[config.mk]
export PLATFORM = sky130hd
export DESIGN_NAME = mem_arbiter
export DESIGN_NICKNAME = d
export VERILOG_FILES = /design/src/rtl/trs80_mem_pkg.sv /design/src/rtl/mem_arbiter.sv
export SDC_FILE = /design/constraint.sdc
export NUM_CORES = 1
export LEC_CHECK = 0
export CAP_MARGIN = 20
export CORE_ASPECT_RATIO = 1.75
export CORE_MARGIN = 2
export CORE_UTILIZATION = 44
export DETAILED_ROUTE_END_ITERATION = 8
export PLACE_DENSITY = 0.81
export SYNTH_ARGS = -nofsm -noshare
export SYNTH_HDL_FRONTEND = slang
export SYNTH_SLANG_ARGS = --single-unit
[constraint.sdc]
create_clock -name clk -period 2.68 [get_ports clk]
set_input_delay 0.268 -clock clk [delete_from_list [all_inputs] [get_ports clk]]
set_output_delay 0.268 -clock clk [all_outputs]
set_load 0.005 [all_outputs]
[src/rtl/trs80_mem_pkg.sv]
// Shared types and memory-map constants for the TRS-80 memory subsystem.
package trs80_mem_pkg;

  typedef enum logic [2:0] {
    IDLE    = 3'd0,
    CPU_ACC = 3'd1,
    CPU_CAP = 3'd2,
    CPU_ACK = 3'd3,
    LOAD    = 3'd4
  } mem_arb_state_t;

  localparam logic [15:0] ROM_TOP_DEFAULT = 16'h3000;
  localparam logic [15:0] VRAM_BASE       = 16'h3C00;
  localparam logic [7:0]  KBD_PAGE        = 8'h38;

  // Wide enough for the largest legal starvation limit (15).
  localparam int unsigned STARVE_W = 4;

endpackage

[src/rtl/mem_arbiter.sv]
// Shares the single synchronous RAM port between the Z80 bus and the program
// loader. CPU has priority; a starvation counter forces a loader slot after
// STARVE_LIMIT CPU grants with a loader byte waiting. CPU writes below
// ROM_TOP are dropped but still acknowledged.
module mem_arbiter
  import trs80_mem_pkg::*;
#(
  parameter int unsigned        ADDR_W       = 16,
  parameter int unsigned        DATA_W       = 8,
  parameter int unsigned        STARVE_LIMIT = 4,
  parameter logic [ADDR_W-1:0]  ROM_TOP      = ADDR_W'(ROM_TOP_DEFAULT)
) (
  input  logic              clk,
  input  logic              reset_n,
  input  logic              cpu_req,
  input  logic              cpu_we,
  input  logic [ADDR_W-1:0] cpu_addr,
  input  logic [DATA_W-1:0] cpu_wdata,
  output logic              cpu_ack,
  output logic [DATA_W-1:0] cpu_rdata,
  output logic              cpu_wait_n,
  input  logic              ld_valid,
  input  logic [ADDR_W-1:0] ld_addr,
  input  logic [DATA_W-1:0] ld_data,
  output logic              ld_ready,
  output logic              ram_we,
  output logic [ADDR_W-1:0] ram_addr,
  output logic [DATA_W-1:0] ram_wdata,
  input  logic [DATA_W-1:0] ram_rdata
);

  localparam logic [STARVE_W-1:0] STARVE_MAX = STARVE_W'(STARVE_LIMIT);

  mem_arb_state_t      state_q, state_d;
  logic                ram_we_q, ram_we_d;
  logic [ADDR_W-1:0]   ram_addr_q, ram_addr_d;
  logic [DATA_W-1:0]   ram_wdata_q, ram_wdata_d;
  logic                cpu_ack_q, cpu_ack_d;
  logic [DATA_W-1:0]   cpu_rdata_q, cpu_rdata_d;
  logic [STARVE_W-1:0] starve_q, starve_d;
  logic                acc_rd_q, acc_rd_d;
  logic                ld_win_c;

  // Loader wins the idle slot when the CPU is quiet or has starved it.
  assign ld_win_c = ld_valid & (~cpu_req | (starve_q == STARVE_MAX));

  // Next-state, grant and RAM-port register computation.
  always_comb begin
    state_d     = state_q;
    ram_we_d    = ram_we_q;
    ram_addr_d  = ram_addr_q;
    ram_wdata_d = ram_wdata_q;
    cpu_ack_d   = 1'b0;
    cpu_rdata_d = cpu_rdata_q;
    starve_d    = starve_q;
    acc_rd_d    = acc_rd_q;
    ld_ready    = 1'b0;

    unique case (state_q)
      IDLE: begin
        if (!ld_valid) begin
          starve_d = '0;
        end
        if (ld_win_c) begin
          ld_ready    = 1'b1;
          ram_addr_d  = ld_addr;
          ram_wdata_d = ld_data;
          ram_we_d    = 1'b1;
          starve_d    = '0;
          state_d     = LOAD;
        end else if (cpu_req) begin
          ram_addr_d  = cpu_addr;
          ram_wdata_d = cpu_wdata;
          ram_we_d    = cpu_we & (cpu_addr >= ROM_TOP);
          acc_rd_d    = ~cpu_we;
          if (ld_valid && (starve_q != STARVE_MAX)) begin
            starve_d = starve_q + STARVE_W'(1);
          end
          state_d = CPU_ACC;
        end
      end
      CPU_ACC: begin
        ram_we_d = 1'b0;
        state_d  = CPU_CAP;
      end
      CPU_CAP: begin
        if (acc_rd_q) begin
          cpu_rdata_d = ram_rdata;
        end
        cpu_ack_d = 1'b1;
        state_d   = CPU_ACK;
      end
      CPU_ACK: begin
        state_d = IDLE;
      end
      LOAD: begin
        ram_we_d = 1'b0;
        state_d  = IDLE;
      end
      default: begin
        ram_we_d = 1'b0;
        state_d  = IDLE;
      end
    endcase
  end

  // State and registered outputs; reset abandons any access in flight.
  always_ff @(posedge clk or negedge reset_n) begin
    if (!reset_n) begin
      state_q     <= IDLE;
      ram_we_q    <= 1'b0;
      ram_addr_q  <= '0;
      ram_wdata_q <= '0;
      cpu_ack_q   <= 1'b0;
      cpu_rdata_q <= '0;
      starve_q    <= '0;
      acc_rd_q    <= 1'b0;
    end else begin
      state_q     <= state_d;
      ram_we_q    <= ram_we_d;
      ram_addr_q  <= ram_addr_d;
      ram_wdata_q <= ram_wdata_d;
      cpu_ack_q   <= cpu_ack_d;
      cpu_rdata_q <= cpu_rdata_d;
      starve_q    <= starve_d;
      acc_rd_q    <= acc_rd_d;
    end
  end

  assign cpu_ack    = cpu_ack_q;
  assign cpu_rdata  = cpu_rdata_q;
  assign cpu_wait_n = ~(cpu_req & ~cpu_ack_q);
  assign ram_we     = ram_we_q;
  assign ram_addr   = ram_addr_q;
  assign ram_wdata  = ram_wdata_q;

endmodule

==> impl_results.md <==
* DRT Pass-1 Iters at 5
* Final cycle utilization of the critical path at 81.0%
* Startpoint types: register
* Worst R2R Start: state_q[0]
* DR WL/cell at 16.7 microns
* Post-layout min period at 2.17 ns
* Syn Area/Cell at 9.48 sq um
* Antenna violations before repair at 0
* Hold Fails Final Rpt at 0
* Die area at 5240 sq um
* Part of the power in registers at 38.2%
* First-pass GRT wire length at 9620 microns
* Critical path's largest stage delay at 0.51 ns
* ANT cells at 0
* Placed Area at 3020 sq um
* Sequential share of the synthesized area at 51.3%
* Fillers at 363
* Vias per cell at 5.76
* Peak VDD IR at 633 uV
* Starting density of the core at 46.1%
* Internal at 1.96 mW
* CTS H-tree depth at 2
* TritonCTS Buffers at 5
* Skew final at 0.00880 ns
* Slew @ Worst Pin at 0.943 ns
* Setup Buffers After CTS at 0
* Tot GR Track Use at 23.6%
* Clk sink count at 42
* Synthesized cell area at 2050 sq um
* Clock buffer depth at 2
* Post-route cell area at 3100 sq um
* Worst Path Arrival at 1.90 ns
* Layout cells sized above 1 at 7.59%
* CTS tree: built
* Static Leak at 1.23 nW
* Total core area at 4440 sq um
* Area grow syn2layout at 51.6%
* P_sw at 1.02 mW
* Post-CTS resize count at 0
* WHS at 0.112 ns
* Synth warnings at 0
* Clk network pwr share at 13.4%
* Port Buffers at 96
* Final setup vio count at 0
* Pin count of the biggest net entering global routing at 43
* Seq cells post-synth at 42
* CP Capture Type: output port
* Synth cell types at 33
* Setup TNS Final at 0 ns
* FMAX at 461 MHz
* Clk_lat worst skew at 0.29 ns
* Row cnt at 32
* Syn_nets at 279
* Die height at 94.2 microns
* Hpwl dp at 4020 microns
* Worst path buffer plus inverter count at 1
* CP delay by family, top: buffers and inverters
* Post-route ant nets at 0
* Clock Tree Root: clkbuf_8
* Critical setup path kind: register to output port
* Fin nets at 365
* Max_slew headroom at 37.2%
* HP Class: input pin to async pin
* Status: complete, no violations
* Cells after synthesis at 216
* Max-slew violations at 0
* Post-layout util at 69.8%
* Combinational power share at 48.4%
* Cell area power density at 963 nW/um^2
* Number of hold buffers added after cts at 0
* Reg clk slew, reported paths at 0.08 ns
* CP required at 2.41 ns
* DRC viols at 0
* CP startpoint: state_q[0]
* Die X-Extent at 55.6 microns
* Number of global-route vias before repair at 1963
* Final GP Congestion at 0.841
* Sw frac at 34.3%
* Via count at 2038
* 1st-iter DRT viols at 61
* Crit Path Max Fanout at 7
* Max-cap violations at 0
* Worst path slowest cell: clkdlybuf4s50_1
* Top-level I/O count at 97
* Wirelength, routed at 5920 microns
* GRT overflow at 0
* RSZ-0062 raised after global routing: false
* CP cell instances: or3_1 > a21oi_1 > clkdlybuf4s50_1
[worst reg2reg max path: cells and delay by family (launching register included)]
| kind | cells | cell delay (ns) |
|---|---|---|
| compound gates | 1 | 0.18 |
| flops | 1 | 0.45 |
| simple gates | 2 | 0.96 |
[layout by cell type (no fill, tap or decap), types with 2 or more instances in the layout]
| cell type | synthesis | layout |
|---|---|---|
| buf_4 | 0 | 6 |
| mux2_2 | 8 | 8 |
| nand3_1 | 27 | 27 |
| ha_1 | 2 | 2 |
| o21ai_0 | 25 | 25 |
| a211o_1 | 2 | 2 |
| nand2_1 | 4 | 4 |
| or4_1 | 2 | 2 |
| inv_1 | 7 | 7 |
| nand2b_1 | 2 | 2 |
| and2_1 | 2 | 2 |
| a21oi_1 | 27 | 27 |
| clkdlybuf4s50_1 | 0 | 95 |
| dfrtp_1 | 42 | 42 |
| clkbuf_8 | 0 | 5 |
| o22ai_1 | 2 | 2 |
| a31oi_1 | 25 | 25 |
[flip-flops by register name, summed over array words and instances (netlist names)]
name and count:
ram_addr 16, cpu_ack 1, acc_rd_q 1, state_q 3, ram_wdata 8, ram_we 1
starve_q 4, cpu_rdata 8
[per-layer routing]
metal | global-route usage, % | up-vias | routed length, microns
li1 | - | 965 | -
met1 | 29.1 | 960 | 2180
met2 | 39.6 | 98 | 3260
met3 | 3.99 | 15 | 297
met4 | 11.8 | 0 | 177
met5 | 0 | - | 0
[layout make-up]
class | instances | area (sq um) | share of cell area, %
Timing Repair Buffer | 102 | 1000 | 32.3
Tap cell | 51 | 63.8 | 2.06
Sequential cell | 42 | 1050 | 33.9
Clock inverter | 2 | 13.8 | 0.444
Clock buffer | 6 | 72.6 | 2.34
Multi-Input combinational cell | 144 | 875 | 28.2
Inverter | 7 | 26.3 | 0.847
[synth_stat cells]
| cell type | count | share of area, % |
|---|---|---|
| dfrtp_1 | 42 | 51 |
| a21oi_1 | 27 | 6.6 |
| nand3_1 | 27 | 6.6 |
| a31oi_1 | 25 | 7.6 |
| o21ai_0 | 25 | 6.1 |
| clkbuf_1 | 11 | 2.0 |
| buf_2 | 10 | 2.4 |
| mux2_2 | 8 | 4.4 |
| inv_1 | 7 | 1.3 |
| nand2_1 | 4 | 0.73 |
| a211o_1 | 2 | 0.86 |
| and2_1 | 2 | 0.61 |
| ha_1 | 2 | 1.2 |
| nand2b_1 | 2 | 0.61 |
| nor3_1 | 2 | 0.49 |
| o22ai_1 | 2 | 0.61 |
| or4_1 | 2 | 0.73 |
| a32o_1 | 1 | 0.49 |
| and4b_1 | 1 | 0.49 |
| buf_1 | 1 | 0.18 |
| clkbuf_2 | 1 | 0.24 |
| mux2i_1 | 1 | 0.49 |
| nand3b_1 | 1 | 0.37 |
| nand4_1 | 1 | 0.31 |
| nand4b_1 | 1 | 0.43 |
| nor2_1 | 1 | 0.18 |
| nor2b_1 | 1 | 0.31 |
| nor3b_1 | 1 | 0.37 |
| o21bai_1 | 1 | 0.37 |
| o311ai_1 | 1 | 0.43 |
| or2_1 | 1 | 0.31 |
| or3_1 | 1 | 0.31 |
| xnor2_1 | 1 | 0.43 |
[worst paths after layout]
kind	slack [ns]	endpoint	cells past startpoint
worst max-delay path	0.51	ld_ready	3
worst min register to register	0.51	cpu_rdata[6]	1
min in group clk	0.51	cpu_rdata[6]	1
max in group asynchronous	1.97	state_q[0]	1
worst max register to register	0.93	ram_addr[6]	3
worst min-delay path	0.11	ram_addr[1]	1
[cells by family (layout without fill, tap and decap cells)]
| logic type | count (synthesis) | after routing | share of synthesized area, % |
|---|---|---|---|
| xor+xnor | 1 | 1 | 0.428 |
| buf+inv | 30 | 117 | 6.17 |
| fa+ha+maj | 2 | 2 | 1.22 |
| flops | 42 | 42 | 51.3 |
| mux | 9 | 9 | 4.89 |
| simple gates | 48 | 48 | 12.8 |
| compound gates | 84 | 84 | 23.1 |
[power groups by stage]
stage	logic (mW)	registers [mW]	clock network, mW
CTS	1.46	1.14	0.408
global route	1.58	1.18	0.442
global placement	1.43	1.14	0
floorplan	0.680	1.14	0
finish	1.45	1.14	0.400
detailed placement	1.46	1.14	0
[per-stage QoR]
step	total power [mW]	instances	worst slack, ns
after floorplan	1.82	216	1.07
after global placement	2.57	346	0.530
after detailed placement	2.61	346	0.484
after CTS	3.01	354	0.484
after global routing	3.20	354	0.426
final	2.99	354	0.509
Power figures use the tool's default switching activity.
